<file path="src/rtl/adder_pkg.sv">
// adder_pkg
//   Shared definitions for the nibble-serial adder slice: nibble width, FSM
//   state encoding and a helper that sizes the nibble counter.
package adder_pkg;

  localparam int NIBBLE_W = 4;

  typedef enum logic [1:0] {
    IDLE = 2'd0,
    ADD  = 2'd1,
    DONE = 2'd2
  } state_t;

  // Counter width for WIDTH/4 nibbles; never narrower than one bit so a
  // single-nibble adder still has a legal counter.
  function automatic int cnt_width(input int width);
    int w;
    w = $clog2(width / NIBBLE_W);
    return (w < 1) ? 1 : w;
  endfunction

endpackage

</file>
<file path="src/rtl/full_adder_4.sv">
// full_adder_4
//   4-bit ripple-carry adder built from four one-bit full adders.
// Ports:
//   a, b   : 4-bit addends
//   c_in   : carry into bit 0
//   sum    : 4-bit sum
//   c_out  : carry out of bit 3
module full_adder_4 (
  input  logic [3:0] a,
  input  logic [3:0] b,
  input  logic       c_in,
  output logic [3:0] sum,
  output logic       c_out
);

  logic [4:0] carry;

  assign carry[0] = c_in;

  generate
    for (genvar gi = 0; gi < 4; gi++) begin : g_bit
      assign sum[gi]     = a[gi] ^ b[gi] ^ carry[gi];
      assign carry[gi+1] = (a[gi] & b[gi]) | (carry[gi] & (a[gi] ^ b[gi]));
    end
  endgenerate

  assign c_out = carry[4];

endmodule

</file>
<file path="src/rtl/nibble_serial_adder.sv">
// nibble_serial_adder
//   Multi-cycle WIDTH-bit adder. Operands are accepted through a valid/ready
//   handshake, then fed one nibble per cycle (LSB nibble first) into a single
//   full_adder_4; the nibble carry is registered between cycles. The result
//   is presented through a valid/ready output handshake.
//   Optional macro NIBBLE_SERIAL_ADDER_OVF_EN adds a two's-complement
//   overflow output (ovf) registered alongside sum.
// Ports:
//   clk, rst_n          : clock, asynchronous active-low reset
//   in_valid / in_ready : operand handshake (a, b, c_in)
//   out_valid/out_ready : result handshake (sum, c_out[, ovf])
//   busy                : high while nibbles are being added
module nibble_serial_adder
  import adder_pkg::*;
#(
  parameter int WIDTH = 16
) (
  input  logic             clk,
  input  logic             rst_n,
  input  logic             in_valid,
  output logic             in_ready,
  input  logic [WIDTH-1:0] a,
  input  logic [WIDTH-1:0] b,
  input  logic             c_in,
  output logic             out_valid,
  input  logic             out_ready,
  output logic [WIDTH-1:0] sum,
  output logic             c_out,
`ifdef NIBBLE_SERIAL_ADDER_OVF_EN
  output logic             ovf,
`endif
  output logic             busy
);

  localparam int NIBBLES = WIDTH / NIBBLE_W;
  localparam int CNT_W   = cnt_width(WIDTH);

  generate
    if ((WIDTH % NIBBLE_W) != 0 || WIDTH < NIBBLE_W) begin : g_bad_width
      $error("nibble_serial_adder: WIDTH must be a multiple of 4 and >= 4");
    end
  endgenerate

  state_t             state_reg;
  state_t             state_next;
  logic [WIDTH-1:0]   a_sh_reg;
  logic [WIDTH-1:0]   b_sh_reg;
  logic [WIDTH-1:0]   sum_sh_reg;
  logic [WIDTH-1:0]   sum_reg;
  logic               carry_reg;
  logic               c_out_reg;
  logic [CNT_W-1:0]   cnt_reg;

  logic [NIBBLE_W-1:0] nib_sum;
  logic                nib_co;
  logic [WIDTH-1:0]    sum_sh_next;
  logic                last_nib;

`ifdef NIBBLE_SERIAL_ADDER_OVF_EN
  logic a_msb_reg;
  logic b_msb_reg;
  logic ovf_reg;
`endif

  full_adder_4 u_fa (
    .a     (a_sh_reg[NIBBLE_W-1:0]),
    .b     (b_sh_reg[NIBBLE_W-1:0]),
    .c_in  (carry_reg),
    .sum   (nib_sum),
    .c_out (nib_co)
  );

  // New nibble enters from the top, so after the last cycle the nibbles
  // sit in their natural positions. A single-nibble adder has nothing to
  // shift down, hence the separate case.
  generate
    if (NIBBLES == 1) begin : g_one_nib
      assign sum_sh_next = nib_sum;
    end else begin : g_multi_nib
      assign sum_sh_next = {nib_sum, sum_sh_reg[WIDTH-1:NIBBLE_W]};
    end
  endgenerate

  assign last_nib = (cnt_reg == CNT_W'(NIBBLES - 1));

  always_comb begin
    state_next = state_reg;
    case (state_reg)
      IDLE:    if (in_valid)  state_next = ADD;
      ADD:     if (last_nib)  state_next = DONE;
      DONE:    if (out_ready) state_next = IDLE;
      default: state_next = IDLE;
    endcase
  end

  always_ff @(posedge clk or negedge rst_n) begin
    if (!rst_n) begin
      state_reg  <= IDLE;
      a_sh_reg   <= '0;
      b_sh_reg   <= '0;
      sum_sh_reg <= '0;
      sum_reg    <= '0;
      carry_reg  <= 1'b0;
      c_out_reg  <= 1'b0;
      cnt_reg    <= '0;
`ifdef NIBBLE_SERIAL_ADDER_OVF_EN
      a_msb_reg  <= 1'b0;
      b_msb_reg  <= 1'b0;
      ovf_reg    <= 1'b0;
`endif
    end else begin
      state_reg <= state_next;
      case (state_reg)
        IDLE: begin
          if (in_valid) begin
            a_sh_reg  <= a;
            b_sh_reg  <= b;
            carry_reg <= c_in;
            cnt_reg   <= '0;
`ifdef NIBBLE_SERIAL_ADDER_OVF_EN
            a_msb_reg <= a[WIDTH-1];
            b_msb_reg <= b[WIDTH-1];
`endif
          end
        end
        ADD: begin
          a_sh_reg   <= a_sh_reg >> NIBBLE_W;
          b_sh_reg   <= b_sh_reg >> NIBBLE_W;
          sum_sh_reg <= sum_sh_next;
          carry_reg  <= nib_co;
          cnt_reg    <= cnt_reg + 1'b1;
          // Result registers change only here, so the previous result stays
          // visible through IDLE.
          if (last_nib) begin
            sum_reg   <= sum_sh_next;
            c_out_reg <= nib_co;
`ifdef NIBBLE_SERIAL_ADDER_OVF_EN
            ovf_reg   <= (a_msb_reg == b_msb_reg) &&
                         (sum_sh_next[WIDTH-1] != a_msb_reg);
`endif
          end
        end
        default: ;
      endcase
    end
  end

  assign in_ready  = (state_reg == IDLE);
  assign busy      = (state_reg == ADD);
  assign out_valid = (state_reg == DONE);
  assign sum       = sum_reg;
  assign c_out     = c_out_reg;
`ifdef NIBBLE_SERIAL_ADDER_OVF_EN
  assign ovf       = ovf_reg;
`endif

endmodule

</file>
<file path="config.mk">
export PLATFORM = sky130hd
export DESIGN_NAME = nibble_serial_adder
export DESIGN_NICKNAME = d
export VERILOG_FILES = /design/src/rtl/adder_pkg.sv /design/src/rtl/full_adder_4.sv /design/src/rtl/nibble_serial_adder.sv
export SDC_FILE = /design/constraint.sdc
export NUM_CORES = 1
export LEC_CHECK = 0
export BUFFER_PORTS_ARGS = -buffer_cell sky130_fd_sc_hd__buf_4
export CAP_MARGIN = 5
export CORE_MARGIN = 8
export CORE_UTILIZATION = 54
export CTS_BUF_LIST = sky130_fd_sc_hd__clkbuf_16
export DETAILED_ROUTE_END_ITERATION = 12
export PLACE_DENSITY = 0.81
export SLEW_MARGIN = 20
export SYNTH_ARGS = -nofsm -noshare
export SYNTH_HDL_FRONTEND = slang
export SYNTH_HIERARCHICAL = 1
export SYNTH_SLANG_ARGS = --single-unit
</file>
<file path="constraint.sdc">
create_clock -name clk -period 2.65 [get_ports clk]
set_clock_uncertainty 0.1 [all_clocks]
set_input_delay 0.53 -clock clk [delete_from_list [all_inputs] [get_ports clk]]
set_output_delay 0.53 -clock clk [all_outputs]
set_load 0.01 [all_outputs]
</file>
Word level (Yosys, flattened, before mapping)
Cells that the tools add are included.
{"block": "op_classes", "n_addsub": 1, "n_eq_ne": 6, "n_mux": 12, "n_bitwise": 20, "n_reduce_logical": 5}
{"cell": "one-hot mux 16 bit (2 select lines)", "n": 2}
{"cell": "2-to-1 mux 16 bit", "n": 2}
{"cell": "AND 1 bit", "n": 8}
{"cell": "2-to-1 mux 2 bit", "n": 4}
{"cell": "XOR 1 bit", "n": 8}
{"cell": "one-hot mux 2 bit (3 select lines)", "n": 1}
{"cell": "== test 2 bit, second input constant", "n": 2}
{"cell": "!= test 2 x 1 -> 1 bit, second input constant", "n": 2}
{"cell": "OR 1 bit", "n": 4}
{"cell": "one-hot mux 2 bit (2 select lines)", "n": 1}
{"cell": "AND reduction 2 bit", "n": 2}
{"cell": "AND reduction 3 bit", "n": 1}
{"cell": "adder 2 x 1 -> 2 bit, second input constant", "n": 1}
{"cell": "== test 2 x 1 -> 1 bit, second input constant", "n": 1}
{"cell": "zero test 2 bit", "n": 1}
{"cell": "!= test 2 bit, second input constant", "n": 1}
{"cell": "one-hot mux 1 bit (2 select lines)", "n": 1}
{"cell": "nonzero test 2 bit", "n": 1}
{"cell": "2-to-1 mux 1 bit", "n": 1}
{"block": "totals", "register_bits": 70, "inputBits": 37, "wordCells": 52}

Longest topological paths before layout
Gate-level depths: netlist of run 1.
{"block": "depth", "ltp_word": 10, "depth_mapped": 10}

By module
Netlist of run 1, hierarchy kept.
{"module": "nibble_serial_adder", "n_inst": 1, "cells_each": 242, "area_each_um2": 2745.1}
{"module": "full_adder_4", "n_inst": 1, "cells_each": 14, "area_each_um2": 117.6}

Worst setup path before layout of run 1
Ideal clock, no wire load.
{"block": "synth_timing", "path_type": "flip-flop to flip-flop", "startpoint": "register a_sh_reg[0]", "endpoint": "register sum_reg[15], in the netlist sum[15]", "setup_time_ps": 64, "arrival_ps": 2047, "required_ps": 2486, "path_slack_ps": 438, "path_stages_with_launch": 10, "synth_period_minus_slack_ps": 2212, "path_cell_list": "dfrtp_1 -> fa_1 -> inv_1 -> fa_1 -> inv_1 -> fa_1 -> inv_1 -> fa_1 -> inv_1 -> mux2_2"}
{"block": "synth_via", "elab_chain_cells": 8, "elab_cells_between_ends": 9, "classes_between": "bitwise (9)"}
{"element": "start: declaration", "line_no": "nibble_serial_adder.sv:46", "text": "logic [WIDTH-1:0] a_sh_reg;"}
{"element": "start signal: assignment", "line_no": "nibble_serial_adder.sv:127", "text": "a_sh_reg <= a_sh_reg >> NIBBLE_W;"}
{"element": "XOR 1 bit", "line_no": "full_adder_4.sv:23", "text": "assign carry[gi+1] = (a[gi] & b[gi]) | (carry[gi] & (a[gi] ^ b[gi]));"}
{"element": "AND 1 bit", "line_no": "full_adder_4.sv:23"}
{"element": "OR 1 bit (*)", "line_no": "full_adder_4.sv:23"}
{"element": "AND 1 bit (*)", "line_no": "full_adder_4.sv:23"}
{"element": "OR 1 bit (*)", "line_no": "full_adder_4.sv:23"}
{"element": "AND 1 bit (*)", "line_no": "full_adder_4.sv:23"}
{"element": "OR 1 bit (*)", "line_no": "full_adder_4.sv:23"}
{"element": "XOR 1 bit (*)", "line_no": "full_adder_4.sv:22", "text": "assign sum[gi] = a[gi] ^ b[gi] ^ carry[gi];"}
{"element": "named net nib_sum[3]", "line_no": "nibble_serial_adder.sv:54", "text": "logic [NIBBLE_W-1:0] nib_sum;"}
{"element": "end signal: assignment", "line_no": "nibble_serial_adder.sv:135", "text": "sum_reg <= sum_sh_next;"}
{"element": "end: declaration", "line_no": "nibble_serial_adder.sv:49", "text": "logic [WIDTH-1:0] sum_reg;"}
The timed path passes the listed nets; every way through them passes the cells marked *.
A chain may end at the register's enable or synchronous reset.

Worst setup path in the final report of run 1
Same ends and word-level chain as after synthesis.

==> results_dict.tcl, run 1 <==
set metrics [dict create \
    synth_edf_count 0 \
    critPathLaunchType "register" \
    area_growth_pct 27.0 \
    num_vias 2198 \
    placed_cell_area_um2 3310 \
    synth-seq-cells 66 \
    postLayoutCellArea_um2 3630 \
    die_h_um 88.8 \
    ir_worst_vdd_v 0.000680 \
    worstReg2RegStart "a_sh_reg[0]$_DFFE_PN0P_" \
    vias_per_cell 5.71 \
    num_rows 26 \
    post-cts-setup-buffers 0 \
    root_buffer "clkbuf_16" \
    min_period_ns 2.42 \
    cts_resized 0 \
    cts_tree "yes" \
    synth.avg_cell_area_um2 11.2 \
    top_layer "met4" \
    powerDensity_nw_per_um2 1410 \
    drive_gt1_frac 0.321 \
    final_common_cell "dfrtp_1" \
    overflow 0 \
    fmax_ghz 0.414 \
    cap_violations 0 \
    drt_iter0_drc 125 \
    grt_max_degree 67 \
    die-width_um 88.8 \
    final_cell_mix "66 x dfrtp_1, 59 x buf_4, 40 x nand2_1" \
    synth.distinct_cells 26 \
    hpwl_mm 4.63 \
    yosysWarnings 6 \
    portBuffers 56 \
    hold_buffers 0 \
    syn-num-nets 298 \
    slew_headroom 0.462 \
    startpoint "a_sh_reg[0]$_DFFE_PN0P_" \
    dr_wl_met2_mm 3.47 \
    ys.flop_type "dfrtp_1" \
    numCtsBuffers 9 \
    drc_errors 0 \
    io_pins 57 \
    ys_seq_area_frac 0.577 \
    clk_pin_slew_ns 0.06 \
    tns_ns 0 \
    gp_congestion 0.809 \
    cts.sinks 66 \
    clockBufferDepth 2 \
    leakagePower_nw 1.77 \
    wl_met1_mm 2.86 \
    synthCells 256 \
    insertion_delay_ns 0.33 \
    critical_path_class "register to register" \
    first_pass_iters 4 \
    core_area_um2 5110 \
    rsz0062_at_grt "no" \
    async_reset_ff_frac 1.00 \
    cp-end-kind "register" \
    start_util 0.561 \
    arrival_ns 2.58 \
    gr-usage-all-layers 0.191 \
    grt_first_pass_wirelength_mm 11.3 \
    wl_met3_um 520 \
    hold_path_class "input pin to async pin" \
    design.die.area_um2 7890 \
    path_max_fanout 3 \
    grt_pass1_vias 2376 \
    fillers 349 \
    tightest_slew_ns 0.807 \
    hold_violations 0 \
    status "completed" \
    ant_nets 0 \
    cp.required_ns 2.82 \
    antenna_cells 0 \
    antenna_found_initial 0 \
    htree_num_levels 3 \
    drv_slew 0 \
    wl_mm 7.03 \
    period_share 0.911 \
    finalNetCount 352 \
    setup_viol_count_final 0 \
    syn_area_um2 2860 \
    wl_per_cell_um 18.3 \
]
-- cell families (layout without fill, tap and decap cells) --
family	after synthesis	in the layout	synth area share
AOI/OAI and AO/OA	73	73	0.161
DFF	66	66	0.577
and+or+nand+nor	66	66	0.102
buffers and inverters	29	88	0.0489
muxes	17	17	0.0787
adders and majority gates	5	5	0.0323
-- cell usage after synthesis, drive strengths merged, types with 4 or more instances --
master	number	area [um2]
a21oi	23	115
a22o	6	52.6
buf	7	52.5
clkbuf	9	33.8
dfrtp	66	1650
fa	4	80.1
inv	12	45.0
mux2	17	225
nand2	41	161
nand2b	4	32.5
nand3b	4	30.0
nor2	15	56.3
o21ai	6	30.0
o221a	4	45.0
o22ai	32	200
-- metrics by stage --
step | util | instances | setup slack [ns] | total power (W) | hold WS (ns)
6_report | 0.712 | 385 | 0.235 | 0.00513 | 0.187
5_1_grt | 0.712 | 385 | 0.227 | 0.00546 | 0.266
4_1_cts | 0.712 | 385 | 0.280 | 0.00515 | 0.223
3_5_place_dp | 0.647 | 369 | 0.293 | 0.00382 | 0.363
3_3_place_gp | 0.647 | 369 | 0.382 | 0.00371 | 0.357
2_1_floorplan | - | 256 | 0.438 | 0.00317 | 0.134
-- path summary, 6_finish.rpt --
kind	to	slack [ns]	depth (start not counted)
hold / removal	a_sh_reg[6]$_DFFE_PN0P_	0.19	1
setup / recovery	sum[15]$_DFFE_PN0P_	0.23	9
hold reg to reg	cnt_reg[0]$_DFFE_PN0P_	0.37	1
min in group clk	state_reg[1]$_DFFE_PN0P_	0.27	2
setup reg to reg	sum[15]$_DFFE_PN0P_	0.23	9
max in group asynchronous	b_sh_reg[5]$_DFFE_PN0P_	1.73	1
-- per-layer routing --
metal | global-route usage | vias up
li1 | - | 1007
met1 | 0.230 | 1079
met2 | 0.304 | 94
met3 | 0.0483 | 18
met4 | 0.109 | 0
met5 | 0 | -
-- where the power goes --
part | switching, W | internal (W) | total [W]
Sequential | 0.000370 | 0.00150 | 0.00187
Clock | 0.000458 | 0.000831 | 0.00129
Combinational | 0.00105 | 0.000922 | 0.00198
-- worst max-delay path, stage by stage (launching register included) --
cell	delay, ns
dfrtp_1	0.41
fa_1	0.43
inv_1	0.08
fa_1	0.16
inv_1	0.06
fa_1	0.37
inv_1	0.09
fa_1	0.42
inv_1	0.09
mux2_2	0.14
-- area by class of cell --
type	count	area [um2]	share of cell area
inverters	13	53.8	0.0148
clock buffers	9	225	0.0620
clock inverters	7	103	0.0282
flip-flops and latches	66	1650	0.454
multi-input cells	161	1070	0.295
well taps	70	87.6	0.0241
repair buffers	59	443	0.122
(Power assumes the default switching activity.)
==> inputs of run 2 (changes only) <==
==> constraint.sdc (replaced) <==
create_clock -name clk -period 2.67 [get_ports clk]
set_clock_uncertainty 0.1 [all_clocks]
set_input_delay 0.534 -clock clk [delete_from_list [all_inputs] [get_ports clk]]
set_output_delay 0.534 -clock clk [all_outputs]
set_load 0.05 [all_outputs]
==> run 2 against run 1 <==
Compared with the run above: non-clock buffer count is 1 lower; fmax is 0.95% higher; register-to-register slack better by 0.04 ns; core utilization is 0.20 points lower; critical path depth stayed put; first-iteration DRC count is 25% higher; cell area is 0.28% lower; setup slack better by 0.043 ns; combinational power is 20% higher; critical endpoint unchanged; largest power group unchanged; highest routed layer unchanged.
==> results_dict.tcl, run 2 (synthesis gave the netlist of run 1 again) <==
set metrics [dict create \
    status "completed" \
    die-width_um 88.8 \
    cap_violations 0 \
    ir_worst_vdd_v 0.000808 \
    tightest_slew_ns 0.790 \
    fmax_ghz 0.418 \
    design.die.area_um2 7890 \
    num_vias 2168 \
    cts_resized 0 \
    final_common_cell "dfrtp_1" \
    ant_nets 0 \
    worstPathCellList "fa_1, inv_1, fa_1, inv_1, fa_1, inv_1, fa_1, inv_1, mux2_2" \
    gr-usage-all-layers 0.183 \
    drt_iter0_drc 156 \
    critical_path_class "register to register" \
    root_buffer "clkbuf_16" \
    clockBufferDepth 2 \
    hold_buffers 0 \
    first_pass_iters 4 \
    postLayoutCellArea_um2 3620 \
    tns_ns 0 \
    hpwl_mm 4.45 \
    die_h_um 88.8 \
    insertion_delay_ns 0.33 \
    antenna_found_initial 0 \
    cp.required_ns 2.84 \
    htree_num_levels 3 \
    gp_congestion 0.762 \
    grt_first_pass_wirelength_mm 10.8 \
    cts.sinks 66 \
    critPathLaunchType "register" \
    hold_slack_ns 0.193 \
    post-cts-setup-buffers 0 \
    clk_pin_slew_ns 0.06 \
    min_period_ns 2.39 \
    overflow 0 \
    wl_mm 6.66 \
    finalNetCount 351 \
    num_rows 26 \
    placed_cell_area_um2 3300 \
    grt_max_degree 67 \
    slew_headroom 0.474 \
    drive_gt1_frac 0.318 \
    numCtsBuffers 9 \
    cp-end-kind "register" \
    cp_slowest_cell "fa_1" \
    area_growth_pct 26.6 \
    cts_tree "yes" \
    hold_violations 0 \
    leakagePower_nw 1.77 \
    worst-path-buf-inv 4 \
    setup_viol_count_final 0 \
    final_cell_mix "66 x dfrtp_1, 58 x buf_4, 40 x nand2_1" \
    portBuffers 56 \
    path_max_fanout 3 \
    rsz0062_at_grt "no" \
    pre_cts_ws_ns 0.363 \
    finalWorstSetupSlack_ns 0.278 \
    wl_per_cell_um 17.3 \
    powerDensity_nw_per_um2 1520 \
    period_share 0.896 \
    arrival_ns 2.57 \
    vias_per_cell 5.65 \
    drv_slew 0 \
    core_area_um2 5110 \
    fin_util 0.710 \
    start_util 0.561 \
    drc_errors 0 \
    crit_family "adder cells" \
    hold_path_class "input pin to async pin" \
    slowest_delay_ns 0.43 \
    io_pins 57 \
    grt_pass1_vias 2223 \
    antenna_cells 0 \
]
[run 2: changes by cell type in the layout (fill, tap and decap cells not counted)]
cell        previous run  this run
clkinvlp_4             1         0
clkinv_2               0         1
clkinv_4               4         3
inv_6                  1         2
buf_4                 59        58
[run 2: path summary, 6_finish.rpt]
path	startpoint	end	slack [ns]	depth (start not counted)
worst max-delay path	a_sh_reg[0]$_DFFE_PN0P_	sum[15]$_DFFE_PN0P_	0.28	9
worst min-delay path	rst_n	a_sh_reg[6]$_DFFE_PN0P_	0.19	1
worst max register to register	a_sh_reg[0]$_DFFE_PN0P_	sum[15]$_DFFE_PN0P_	0.28	9
worst min register to register	sum_sh_reg[7]$_DFFE_PN0P_	sum_sh_reg[7]$_DFFE_PN0P_	0.38	2
max in group asynchronous	rst_n	b_sh_reg[11]$_DFFE_PN0P_	1.77	1
min in group clk	out_ready	state_reg[1]$_DFFE_PN0P_	0.28	2
[run 2: through the flow]
stage               instances  total power, W
finish                    384         0.00550
global route              384         0.00580
CTS                       384         0.00552
detailed placement        368         0.00422
global placement          368         0.00412
floorplan                 256         0.00358
[run 2: where the power goes]
| part | total [W] | internal, W | switching, W |
|---|---|---|---|
| Combinational | 0.00238 | 0.000918 | 0.00146 |
| Sequential | 0.00185 | 0.00149 | 0.000358 |
| Clock | 0.00127 | 0.000824 | 0.000448 |
| Total | 0.00550 | 0.00323 | 0.00227 |
[run 2: layout make-up]
type | instances | area, um2
Fill cell | 374 | 1480
Sequential cell | 66 | 1650
Tap cell | 70 | 87.6
Inverter | 13 | 53.8
Timing Repair Buffer | 58 | 435
Clock inverter | 7 | 100
Clock buffer | 9 | 225
Multi-Input combinational cell | 161 | 1070
[run 2: per-layer routing]
layer,track usage,vias to the layer above,wire [um],part of all wire
met5,0,-,0,0
met1,0.229,1059,2810,0.42
met2,0.285,87,3210,0.48
li1,-,1011,-,-
met3,0.0418,11,525,0.079
met4,0.103,0,115,0.017
